==> src/rtl/uart_hex_rx.sv <==
// UART receiver that assembles 8 ASCII hex digits plus a terminator into a 32-bit seed word.
// Optional even-parity bit between data and stop is enabled by defining RX_PARITY_EN.
module uart_hex_rx #(
   parameter int CLK_HZ = 24000000,
   parameter int BAUD   = 9600,
   parameter int OSR    = 16
) (
   input  logic        uart_clk,
   input  logic        reset1,
   input  logic        rxd,
   output logic [7:0]  rx_byte,
   output logic        rx_byte_valid,
   output logic [31:0] seed_word,
   output logic        seed_valid,
   input  logic        seed_ack,
   output logic        frame_error,
   output logic        parse_error,
   output logic        overrun
);

   localparam int TICK_DIV = CLK_HZ / (BAUD * OSR);
   localparam int TW = (TICK_DIV > 1) ? $clog2(TICK_DIV) : 1;
   localparam int OW = $clog2(OSR);

`ifdef RX_PARITY_EN
   typedef enum logic [2:0] {S_IDLE, S_START, S_DATA, S_PARITY, S_STOP} state_t;
`else
   typedef enum logic [1:0] {S_IDLE, S_START, S_DATA, S_STOP} state_t;
`endif

   state_t r_state, w_nextState;

   logic          r_rxMeta, r_rxSync, r_rxPrev, r_armed;
   logic [1:0]    r_fill;
   logic [TW-1:0] r_tickCnt;
   logic [OW-1:0] r_osCnt;
   logic [2:0]    r_bitCnt;
   logic [7:0]    r_shift, r_rxByte;
   logic          r_rxValid, r_frameErr;
   logic          w_tick, w_fall, w_osDone, w_sampleData, w_sampleStop, w_parOk;
`ifdef RX_PARITY_EN
   logic          r_parOk, w_samplePar;
`endif

   logic [3:0]    r_digCnt;
   logic [31:0]   r_acc, r_seedWord;
   logic          r_seedValid, r_overrun, r_parseError;
   logic          w_isHex, w_isTerm, w_complete;
   logic [3:0]    w_nibble;

   // Armed only once the synchronised line has really been seen high, so a low line at reset release cannot start a frame.
   always_ff @(posedge uart_clk or negedge reset1) begin
      if (!reset1) begin
         r_rxMeta <= 1'b1;
         r_rxSync <= 1'b1;
         r_rxPrev <= 1'b1;
         r_fill   <= 2'b00;
         r_armed  <= 1'b0;
      end else begin
         r_rxMeta <= rxd;
         r_rxSync <= r_rxMeta;
         r_rxPrev <= r_rxSync;
         r_fill   <= {r_fill[0], 1'b1};
         if (r_fill[1] && r_rxSync)
            r_armed <= 1'b1;
      end
   end

   assign w_fall = r_armed & r_rxPrev & ~r_rxSync;
   assign w_tick = (r_tickCnt == TW'(TICK_DIV - 1));

   always_ff @(posedge uart_clk or negedge reset1) begin
      if (!reset1)
         r_tickCnt <= '0;
      else if (w_tick)
         r_tickCnt <= '0;
      else
         r_tickCnt <= r_tickCnt + 1'b1;
   end

   always_ff @(posedge uart_clk or negedge reset1) begin
      if (!reset1)
         r_state <= S_IDLE;
      else
         r_state <= w_nextState;
   end

   always_comb begin
      w_nextState = r_state;
      case (r_state)
         S_IDLE:   if (w_fall) w_nextState = S_START;
         S_START:  if (w_osDone) w_nextState = r_rxSync ? S_IDLE : S_DATA;
`ifdef RX_PARITY_EN
         S_DATA:   if (w_osDone && r_bitCnt == 3'd7) w_nextState = S_PARITY;
         S_PARITY: if (w_osDone) w_nextState = S_STOP;
`else
         S_DATA:   if (w_osDone && r_bitCnt == 3'd7) w_nextState = S_STOP;
`endif
         S_STOP:   if (w_osDone) w_nextState = S_IDLE;
         default:  w_nextState = S_IDLE;
      endcase
   end

   // START samples half a bit in; every later state samples one full bit after the previous sample.
   always_comb begin
      w_osDone = 1'b0;
      if (w_tick) begin
         case (r_state)
            S_IDLE:  w_osDone = 1'b0;
            S_START: w_osDone = (r_osCnt == OW'(OSR / 2 - 1));
            default: w_osDone = (r_osCnt == OW'(OSR - 1));
         endcase
      end
      w_sampleData = w_osDone && (r_state == S_DATA);
      w_sampleStop = w_osDone && (r_state == S_STOP);
`ifdef RX_PARITY_EN
      w_samplePar  = w_osDone && (r_state == S_PARITY);
`endif
   end

   always_ff @(posedge uart_clk or negedge reset1) begin
      if (!reset1) begin
         r_osCnt  <= '0;
         r_bitCnt <= '0;
      end else if (r_state == S_IDLE) begin
         r_osCnt  <= '0;
         r_bitCnt <= '0;
      end else begin
         if (w_tick)
            r_osCnt <= w_osDone ? '0 : r_osCnt + 1'b1;
         if (w_sampleData)
            r_bitCnt <= r_bitCnt + 1'b1;
      end
   end

`ifdef RX_PARITY_EN
   assign w_parOk = r_parOk;
`else
   assign w_parOk = 1'b1;
`endif

   always_ff @(posedge uart_clk or negedge reset1) begin
      if (!reset1) begin
         r_shift    <= '0;
         r_rxByte   <= '0;
         r_rxValid  <= 1'b0;
         r_frameErr <= 1'b0;
`ifdef RX_PARITY_EN
         r_parOk    <= 1'b1;
`endif
      end else begin
         r_rxValid  <= 1'b0;
         r_frameErr <= 1'b0;
         if (w_sampleData)
            r_shift <= {r_rxSync, r_shift[7:1]};
`ifdef RX_PARITY_EN
         if (r_state == S_IDLE)
            r_parOk <= 1'b1;
         if (w_samplePar) begin
            r_parOk <= ~(^{r_shift, r_rxSync});
            if (^{r_shift, r_rxSync})
               r_frameErr <= 1'b1;
         end
`endif
         if (w_sampleStop) begin
            if (!r_rxSync)
               r_frameErr <= 1'b1;
            else if (w_parOk) begin
               r_rxByte  <= r_shift;
               r_rxValid <= 1'b1;
            end
         end
      end
   end

   always_comb begin
      w_isHex  = 1'b1;
      w_nibble = 4'h0;
      if (r_rxByte >= 8'h30 && r_rxByte <= 8'h39)
         w_nibble = r_rxByte[3:0];
      else if ((r_rxByte >= 8'h41 && r_rxByte <= 8'h46) || (r_rxByte >= 8'h61 && r_rxByte <= 8'h66))
         w_nibble = r_rxByte[3:0] + 4'd9;
      else
         w_isHex = 1'b0;
      w_isTerm   = (r_rxByte == 8'h20) || (r_rxByte == 8'h0D) || (r_rxByte == 8'h0A);
      w_complete = r_rxValid && w_isTerm && (r_digCnt == 4'd8);
   end

   // An acknowledge in the same cycle as a completion frees the slot, so the new word loads without overrun.
   always_ff @(posedge uart_clk or negedge reset1) begin
      if (!reset1) begin
         r_digCnt     <= '0;
         r_acc        <= '0;
         r_seedWord   <= '0;
         r_seedValid  <= 1'b0;
         r_overrun    <= 1'b0;
         r_parseError <= 1'b0;
      end else begin
         r_parseError <= 1'b0;
         if (r_frameErr)
            r_digCnt <= '0;
         else if (r_rxValid) begin
            if (w_isHex) begin
               if (r_digCnt < 4'd8) begin
                  r_acc    <= {r_acc[27:0], w_nibble};
                  r_digCnt <= r_digCnt + 1'b1;
               end else begin
                  r_parseError <= 1'b1;
                  r_digCnt     <= '0;
               end
            end else if (w_isTerm) begin
               if (r_digCnt != 4'd0 && r_digCnt != 4'd8)
                  r_parseError <= 1'b1;
               r_digCnt <= '0;
            end else begin
               r_parseError <= 1'b1;
               r_digCnt     <= '0;
            end
         end
         if (w_complete) begin
            if (!r_seedValid || seed_ack) begin
               r_seedWord  <= r_acc;
               r_seedValid <= 1'b1;
            end else
               r_overrun <= 1'b1;
         end else if (seed_ack)
            r_seedValid <= 1'b0;
      end
   end

   assign rx_byte       = r_rxByte;
   assign rx_byte_valid = r_rxValid;
   assign frame_error   = r_frameErr;
   assign seed_word     = r_seedWord;
   assign seed_valid    = r_seedValid;
   assign parse_error   = r_parseError;
   assign overrun       = r_overrun;

endmodule

==> config.mk <==
export PLATFORM = sky130hd
export DESIGN_NAME = uart_hex_rx
export DESIGN_NICKNAME = d
export VERILOG_FILES = /design/src/rtl/uart_hex_rx.sv
export SDC_FILE = /design/constraint.sdc
export NUM_CORES = 1
export LEC_CHECK = 0
export BUFFER_PORTS_ARGS = -buffer_cell sky130_fd_sc_hd__buf_2
export CAP_MARGIN = 5
export CELL_PAD_IN_SITES_DETAIL_PLACEMENT = 1
export CELL_PAD_IN_SITES_GLOBAL_PLACEMENT = 2
export CORE_MARGIN = 2
export CORE_UTILIZATION = 41
export DETAILED_ROUTE_END_ITERATION = 8
export PLACE_DENSITY = 0.81
export SLEW_MARGIN = 0
export SYNTH_ARGS = -nofsm -noshare
export SYNTH_HDL_FRONTEND = slang
export SYNTH_SLANG_ARGS = --single-unit
==> constraint.sdc <==
create_clock -name uart_clk -period 2.8 [get_ports uart_clk]
set_input_delay 0.14 -clock uart_clk [delete_from_list [all_inputs] [get_ports uart_clk]]
set_output_delay 0.14 -clock uart_clk [all_outputs]
set_load 0.01 [all_outputs]
==> impl_metrics.tcl, run 1 <==
set metrics [dict create \
    busiest_layer "met2" \
    run_status "finished clean" \
    setup_tns_ns 0 \
    totalWireLength_um 9950 \
    post_drt_via_cell_ratio 5.24 \
    synth_most_common_cell "dfrtp_1" \
    design.core.area_um2 11500 \
    htreeDepth 3 \
    grt_antenna_before_repair 0 \
    synth_top_area_share 0.562 \
    period_share 0.805 \
    fp.dieW_um 113 \
    overflow 0 \
    clock-sinks 112 \
    setup_ws_ns 0.545 \
    dp_hpwl_um 6780 \
    numPortBuffers 48 \
    grt_start_max_net_pins 58 \
    ys_top_cells_by_count "dfrtp_1, nand2_1, mux2_2, mux2_4" \
    intPower_uw 2240 \
    fmax_mhz 443 \
    clkPwrFrac 0.419 \
    met2_usage 0.286 \
    drive_gt1_frac 0.327 \
    vias 2959 \
    synthesis.yosys.warnings 0 \
    post_cts_buffers 0 \
    die_area_um2 12700 \
    post-route-drc-count 0 \
    grt_usage 0.171 \
    syn_inst 365 \
    min_path_type "reg2reg" \
    hp-start "r_rxMeta" \
    tritoncts "built" \
    synth_edf_count 0 \
    drt_iter0_markers 122 \
    reg2reg_from "rx_byte[0]" \
    startpoint_type "register" \
    nFillCells 1202 \
    wire_per_inst_um 17.6 \
    die_h_um 113 \
    fin_nets 431 \
    hold_viol 0 \
    max_cap_violations 0 \
    seq_power_share 0.567 \
    antennaDiodeCount 0 \
    grt_pass1_wl_um 16800 \
    syn_area_um2 4850 \
    yosysTopAreaCell "dfrtp_1" \
    ios 49 \
    synthToLayoutAreaGrowth_pct 14.6 \
    synth_area_leaders "dfrtp_1, mux2_4, mux2_2" \
    switchingPower_uw 630 \
    grt_pass1_vias 3187 \
    clk_pin_slew_ns 0.07 \
    first_pass_iters 4 \
    synth_fp_nets 379 \
    ant_nets 0 \
    relSlewSlack 0.506 \
    synth-seq-cells 112 \
    cts_root_buffer "clkbuf_16" \
    met1_usage 0.212 \
    cp_data_arrival_time_ns 2.50 \
    critPathMaxFanout 32 \
    path_class "reg2reg" \
    synth_ff_type "dfrtp_1" \
    synth.distinct_cells 54 \
    rsz0062_at_grt "false" \
    p_leak_uw 0.00288 \
    tightest_slew_ns 0.741 \
    yosysSeqAreaShare 0.579 \
    crit_start "rx_byte[0]" \
    use_met3 0.0434 \
    numCtsBuffers 9 \
    fin_skew_ns 0.0106 \
    powerDensity_nw_per_um2 515 \
    async_reset_ff_frac 1.00 \
    row_count 39 \
    ir_drop_uv 445 \
    setup_viol 0 \
    fin_crit_ns 2.26 \
    insertion_delay_ns 0.36 \
    dpl_worst_slack_ns 0.546 \
    finalWeightedCongestion 0.737 \
    netSwitchingFraction 0.220 \
    power_frac_comb 0.014 \
    cts_buffer_depth 2 \
    cp.required_ns 3.04 \
    syn_avg_cell_area_um2 13.3 \
    end_kind "register" \
    initial_core_util 0.423 \
    slew_viol_final 0 \
]
layout make-up:
| type | count | area (um^2) | share of cell area |
|---|---|---|---|
| repair buffers | 58 | 350 | 0.0630 |
| inverters | 13 | 48.8 | 0.00878 |
| multi-input cells | 223 | 1900 | 0.342 |
| flip-flops and latches | 112 | 2810 | 0.505 |
| clock inverters | 6 | 46.3 | 0.00833 |
| well taps | 143 | 179 | 0.0322 |
| clock buffers | 10 | 229 | 0.0412 |
sequential cells by signal (all words and copies together) (netlist names), named ones only:
register / count
frame_error: 1
overrun: 1
parse_error: 1
r_acc: 32
r_armed: 1
r_bitCnt: 3
r_digCnt: 4
r_fill: 2
r_osCnt: 4
r_rxMeta: 1
r_rxPrev: 1
r_rxSync: 1
r_shift: 8
r_state: 1
r_tickCnt: 8
rx_byte: 8
rx_byte_valid: 1
seed_valid: 1
seed_word: 32
placed cells by master (no fill, tap or decap), types with 4 or more instances in the layout:
cell	n
inv_1	13
o32ai_1	4
nand4_1	5
o21ai_0	6
nand2_1	36
ha_1	10
nand3_1	6
mux2_2	29
buf_2	47
mux2_4	29
and3_1	5
dfrtp_1	109
mux2_1	15
a21oi_1	7
clkbuf_16	9
buf_4	6
nor2_1	15
logic make-up (layout without fill, tap and decap cells):
kind of cell / Yosys count / in the layout / share of synthesized area
DFF: 112 / 112 / 0.579
adders and majority gates: 10 / 10 / 0.0258
xor gates and xnor gates: 5 / 5 / 0.00903
buffers and inverters: 30 / 87 / 0.0312
AOI/OAI and AO/OA: 37 / 37 / 0.0526
other: 1 / 1 / 0.000773
muxes: 76 / 76 / 0.198
and+or+nand+nor: 94 / 94 / 0.104
final timing paths:
check | to | slack, ns | cells after the start
worst max register to register | r_acc[23] | 0.54 | 7
worst max-delay path | r_acc[23] | 0.54 | 7
max in group asynchronous | seed_word[23] | 1.62 | 3
worst min-delay path | r_rxSync | 0.36 | 0
worst min register to register | r_rxSync | 0.36 | 0
min in group asynchronous | seed_word[29] | 0.39 | 2
what timing repair did:
| action | 4_1_cts | 5_1_grt |
|---|---|---|
| hold buffers | 3 | 0 |
| resized for setup | 0 | 0 |
| endpoints found under the hold margin | 54 | 0 |
worst max-delay path, cell delays in order, from the launching register on:
cell and delay (ns):
dfrtp_1 0.48, inv_1 0.12, ha_1 0.21, nor3b_1 0.41, nor4b_4 0.12, a21oi_4 0.16
buf_12 0.26, mux2_1 0.36
metal layers:
| layer | part of all wire | vias to the layer above |
|---|---|---|
| li1 | - | 1383 |
| met1 | 0.45 | 1524 |
| met2 | 0.50 | 39 |
| met3 | 0.034 | 13 |
| met4 | 0.019 | 0 |
| met5 | 0 | - |
power by group through the flow:
stage	Combinational (uW)	Sequential, uW	Clock (uW)
2_1_floorplan	0.855	1660	0
3_3_place_gp	39.6	1660	0
3_5_place_dp	40.4	1660	0
4_1_cts	43.7	1620	1250
5_1_grt	47.5	1620	1300
6_report	40.8	1620	1200
stage by stage:
stage	hold WS (ns)	power, uW	cells	cell area (um^2)	utilization
CTS	0.360	2910	565	5560	0.485
global placement	0.246	1700	546	5260	0.458
finish	0.359	2870	565	5560	0.485
global route	0.366	2970	565	5560	0.485
detailed placement	0.247	1700	546	5260	0.458
floorplan	-0.156	1660	365	4850	-
(Power assumes the default switching activity.)
==> run 2: changes to the inputs <==
--- a/config.mk
+++ b/config.mk
@@ -5,14 +5,15 @@
 export SDC_FILE = /design/constraint.sdc
 export NUM_CORES = 1
 export LEC_CHECK = 0
+export ABC_AREA = 1
 export BUFFER_PORTS_ARGS = -buffer_cell sky130_fd_sc_hd__buf_2
 export CAP_MARGIN = 5
 export CELL_PAD_IN_SITES_DETAIL_PLACEMENT = 1
 export CELL_PAD_IN_SITES_GLOBAL_PLACEMENT = 2
 export CORE_MARGIN = 2
-export CORE_UTILIZATION = 41
+export CORE_UTILIZATION = 33
 export DETAILED_ROUTE_END_ITERATION = 8
-export PLACE_DENSITY = 0.81
+export PLACE_DENSITY = 0.77
 export SLEW_MARGIN = 0
 export SYNTH_ARGS = -nofsm -noshare
 export SYNTH_HDL_FRONTEND = slang
==> constraint.sdc (replaced) <==
create_clock -name uart_clk -period 1.88 [get_ports uart_clk]
set_input_delay 0.094 -clock uart_clk [delete_from_list [all_inputs] [get_ports uart_clk]]
set_output_delay 0.094 -clock uart_clk [all_outputs]
set_load 0.01 [all_outputs]
==> run 2 against run 1 <==
Against the previous run: critical path depth grew 3; worst hold slack got worse by 0.13 ns; synthesized cell count grew 52%; utilization decreased by 9.5 points; critical endpoint is now r_acc[25].
==> impl_metrics.tcl, run 2 <==
set metrics [dict create \
    ys_top_cells_by_count "nand2_1, dfrtp_1, inv_1" \
    synthesis.yosys.warnings 0 \
    max_cap_violations 0 \
    final_util 0.390 \
    antennaDiodeCount 0 \
    postLayoutCellArea_um2 5930 \
    die_area_um2 16500 \
    critPathMaxFanout 50 \
    end_kind "register" \
    row_count 45 \
    cts_root_buffer "clkbuf_16" \
    drive_gt1_frac 0.228 \
    dp_hpwl_um 7900 \
    insertion_delay_ns 0.36 \
    grt_antenna_before_repair 0 \
    synth_most_common_cell "nand2_1" \
    cp.required_ns 2.11 \
    fin_nets 619 \
    design.core.area_um2 15200 \
    die_h_um 129 \
    synth_ff_type "dfrtp_1" \
    yosysSeqAreaShare 0.549 \
    finalWeightedCongestion 0.783 \
    first_pass_iters 4 \
    dpl_worst_slack_ns 0.0669 \
    p_leak_uw 0.00304 \
    fmax_mhz 586 \
    vias 3797 \
    synth_edf_count 0 \
    tritoncts "built" \
    fin_skew_ns 0.0121 \
    synthToLayoutAreaGrowth_pct 16.0 \
    path_class "reg2reg" \
    grt_pass1_wl_um 19700 \
    grt_usage 0.149 \
    async_reset_ff_frac 1.00 \
    synth_area_leaders "dfrtp_1, nand2_1, nand4_1" \
    overflow 0 \
    yosysTopAreaCell "dfrtp_1" \
    slew_viol_final 0 \
    placed_area_um2 5590 \
    crit_start "rx_byte[1]" \
    synth-seq-cells 112 \
    layout_commonest_cell "nand2_1" \
    ir_drop_uv 394 \
    htreeDepth 3 \
    initial_core_util 0.337 \
    post-route-drc-count 0 \
    cts_buffer_depth 2 \
    syn_inst 553 \
    setup_viol 0 \
    ios 49 \
    synth.distinct_cells 34 \
    numPortBuffers 48 \
    worst_r2r_endpoint "r_acc[25]" \
    min_path_type "in2reg" \
    post_drt_via_cell_ratio 4.76 \
    rsz0062_at_grt "false" \
    synth_fp_nets 567 \
    final_cell_mix "nand2_1, dfrtp_1, inv_1, buf_2, nand4_1" \
    post_cts_buffers 0 \
    fp.dieW_um 129 \
    ff2ff_path_depth 10 \
    syn_area_um2 5120 \
    setup_tns_ns 0 \
    period_share 0.908 \
    wire_per_inst_um 14.0 \
    powerDensity_nw_per_um2 803 \
    hold_viol 0 \
    setup_ws_ns 0.173 \
    clk_pin_slew_ns 0.08 \
    synth_top_area_share 0.533 \
    cp_data_arrival_time_ns 1.94 \
    grt_start_max_net_pins 51 \
    syn_avg_cell_area_um2 9.25 \
    post-place-cells 780 \
    reg2reg_slack_ns 0.17 \
    reg2reg_from "rx_byte[1]" \
    stdcell_count 798 \
    run_status "finished clean" \
    worstSetupEndpoint "r_acc[25]" \
    fin_crit_ns 1.71 \
    numCtsBuffers 9 \
    clock-sinks 112 \
    totalWireLength_um 11200 \
    drt_iter0_markers 232 \
    startpoint_type "register" \
    ant_nets 0 \
    grt_pass1_vias 3945 \
]
==> run 2: changes by cell type after synthesis, moves of 9 or more <==
cell,delta
nand2_1,+121
inv_1,+50
nand4_1,+39
mux2_2,-29
mux2_4,-29
nand3_1,+27
o21ai_2,+25
nand2_2,+16
mux2_1,-15
o21ai_0,+9
==> run 2: worst min-delay path by stage <==
stage,start,endpoint,cells past startpoint
after floorplan,reset1,async pin,0
after global placement,reset1,seed_word[19],1
after detailed placement,reset1,seed_word[19],1
after CTS,seed_ack,seed_valid,4
after global routing,seed_ack,seed_valid,4
final,seed_ack,seed_valid,4
==> run 2: per-stage QoR <==
stage	hold slack, ns	total power [uW]
after floorplan	-0.202	2660
after global placement	0.0907	2780
after detailed placement	0.102	2800
after CTS	0.215	4850
after global routing	0.258	4990
final	0.230	4770
==> run 2: power by group <==
group          leakage (uW)  internal [uW]  total (uW)  switching [uW]
sequential          0.00153           2430        2450            21.7
clock              0.000152           1070        2020             954
combinational       0.00136           78.2         299             221
total               0.00304           3570        4770            1200
==> run 2: final cells by class <==
cell class              instances  area (um^2)
repair buffers                 67          457
inverters                      66          248
fillers                      1772         9270
flip-flops and latches        112         2810
clock inverters                 7         85.1
multi-input cells             349         1880
well taps                     188          235
clock buffers                   9          225
==> run 2: logic make-up after synthesis <==
group	synth area share
simple gates	0.259
flops	0.549
buf+inv	0.0863
compound gates	0.0702
fa+ha+maj	0.0245
xor+xnor	0.0103
other cells	0.000733
==> run 2: worst max-delay path, cell delays in order, from the launching register on <==
cell	delay [ns]
dfrtp_1	0.38
inv_1	0.10
ha_1	0.22
inv_1	0.06
nand3_1	0.10
nand3_1	0.13
nand2_2	0.10
nand3_2	0.09
buf_12	0.22
nand2_1	0.10
o21ai_2	0.05
==> run 2: layer usage <==
layer | share of wire | GRT usage | wire length (um)
met2 | 0.46 | 0.241 | 5160
met1 | 0.50 | 0.202 | 5590
met3 | 0.020 | 0.0241 | 225
met5 | 0 | 0 | 0
met4 | 0.018 | 0.0575 | 202
==> run 2: what timing repair did <==
action	in CTS	in global routing
hold buffers	2	0
setup endpoints to repair	0	47
resized for setup	0	5
hold endpoints to repair	34	0
==> run 3: changes to the inputs <==
--- a/config.mk
+++ b/config.mk
@@ -14,6 +14,7 @@
 export CORE_UTILIZATION = 33
 export DETAILED_ROUTE_END_ITERATION = 8
 export PLACE_DENSITY = 0.77
+export RECOVER_POWER = 25
 export SLEW_MARGIN = 0
 export SYNTH_ARGS = -nofsm -noshare
 export SYNTH_HDL_FRONTEND = slang
==> run 3 against run 2 <==
Against the previous run: final area shrank 0.46%; cell count is the same; global-route usage unchanged; worst hold slack better by 0.00081 ns; sequential power is essentially flat; combinational power is 3% lower; register-to-register slack barely moved; critical endpoint unchanged.
==> impl_metrics.tcl, run 3 (same netlist as run 2, synthesis figures left out) <==
set metrics [dict create \
    stdcell_count 798 \
    setup_viol 0 \
    crit_family "simple AND/OR/NAND/NOR gates" \
    final_cell_mix "nand2_1, dfrtp_1, inv_1, buf_2, nand4_1" \
    design.core.area_um2 15200 \
    run_status "finished clean" \
    tightest_slew_ns 0.875 \
    clk_pin_slew_ns 0.08 \
    max_stage_delay_ns 0.38 \
    ir_drop_uv 394 \
    die_area_um2 16500 \
    dp_hpwl_um 7900 \
    tritoncts "built" \
    post_drt_via_cell_ratio 4.77 \
    multi_input_area_um2 1880 \
    numCtsBuffers 9 \
    drive_gt1_frac 0.226 \
    fin_nets 619 \
    ios 49 \
    fin_crit_ns 1.70 \
    slew_viol_final 0 \
    final-seq-area_um2 2810 \
    row_count 45 \
    layout_commonest_cell "nand2_1" \
    wire_per_inst_um 14.0 \
    relSlewSlack 0.417 \
    p_leak_uw 0.00303 \
    clock-sinks 112 \
    crit_slowest_cell "dfrtp_1" \
    hold_viol 0 \
    critPathMaxFanout 50 \
    cp.required_ns 2.11 \
    totalWireLength_um 11200 \
    path_class "reg2reg" \
    grt_antenna_before_repair 0 \
    post-place-cells 780 \
    max_cap_violations 0 \
    powerDensity_nw_per_um2 806 \
    grt_usage 0.149 \
    insertion_delay_ns 0.36 \
    post-route-drc-count 0 \
    ant_nets 0 \
    overflow 0 \
    fmax_mhz 587 \
    period_share 0.906 \
    nFillCells 1775 \
    grt_start_max_net_pins 51 \
    drt_iter0_markers 215 \
    final_util 0.388 \
    worstPathCellList "inv_1, ha_1, inv_1, nand3_1, nand3_1, nand2_2, nand3_2, buf_12, nand2_1, o21ai_2" \
    fp.dieW_um 129 \
    cp_data_arrival_time_ns 1.94 \
    grt_pass1_wl_um 19700 \
    grt_pass1_vias 3945 \
    initial_core_util 0.337 \
    path_buf_inv 3 \
    die_h_um 129 \
    synthToLayoutAreaGrowth_pct 15.4 \
    numPortBuffers 48 \
    finalWeightedCongestion 0.783 \
    setup_tns_ns 0 \
    cts_root_buffer "clkbuf_16" \
    min_path_type "in2reg" \
    startpoint_type "register" \
    rsz0062_at_grt "false" \
    first_pass_iters 4 \
    antennaDiodeCount 0 \
    htreeDepth 3 \
    cts_buffer_depth 2 \
    vias 3803 \
    post_cts_buffers 0 \
    fin_skew_ns 0.0125 \
    end_kind "register" \
]
==> run 3: cell count changes in the layout (fill, tap and decap cells not counted), sizes merged <==
cell	change
buf	-3
clkbuf	+3
==> run 3: area by class of cell <==
cell class	instances	share of cell area
Sequential cell	112	0.475
Multi-Input combinational cell	349	0.318
Timing Repair Buffer	67	0.0727
Inverter	66	0.0419
Tap cell	188	0.0398
Clock buffer	9	0.0381
Clock inverter	7	0.0144
==> run 3: power by group <==
group          switching (uW)  internal (uW)
clock                     954           1070
combinational             220           71.4
sequential               21.7           2430
total                    1200           3560
==> run 3: routing by layer <==
metal / track usage / vias up / wire [um]
met5: 0 / - / 0
met4: 0.0575 / 0 / 202
met3: 0.0241 / 13 / 243
met2: 0.241 / 45 / 5170
met1: 0.202 / 1863 / 5570
li1: - / 1882 / -
==> run 3: repair_timing <==
| action | in CTS | in global routing |
|---|---|---|
| endpoints found under the setup margin | 0 | 47 |
| gates resized for setup | 0 | 5 |
| hold buffers | 2 | 0 |
| endpoints found under the hold margin | 34 | 0 |
==> run 3: worst min-delay path, cell delays in order <==
cell and delay (ns):
buf_2 0.07, inv_1 0.03, nand2_1 0.26, nand2_1 0.09
==> run 3: worst paths after layout <==
path,start,endpoint,slack [ns],depth (start not counted)
worst max-delay path,rx_byte[1],r_acc[25],0.18,10
worst min-delay path,seed_ack,seed_valid,0.23,4
worst max register to register,rx_byte[1],r_acc[25],0.18,10
worst min register to register,r_fill[0],r_fill[1],0.36,0
max in group asynchronous,reset1,r_shift[4],0.34,3
min in group asynchronous,reset1,r_acc[23],0.38,2
==> run 3: stage by stage <==
step	hold WS [ns]	power, uW	cell area, um^2	setup slack, ns
after CTS	0.215	4850	5920	0.0466
after global routing	0.258	4980	5910	0.0132
after floorplan	-0.202	2660	5120	0.214
after detailed placement	0.102	2800	5590	0.0669
after global placement	0.0907	2780	5590	0.132
final	0.231	4760	5910	0.177
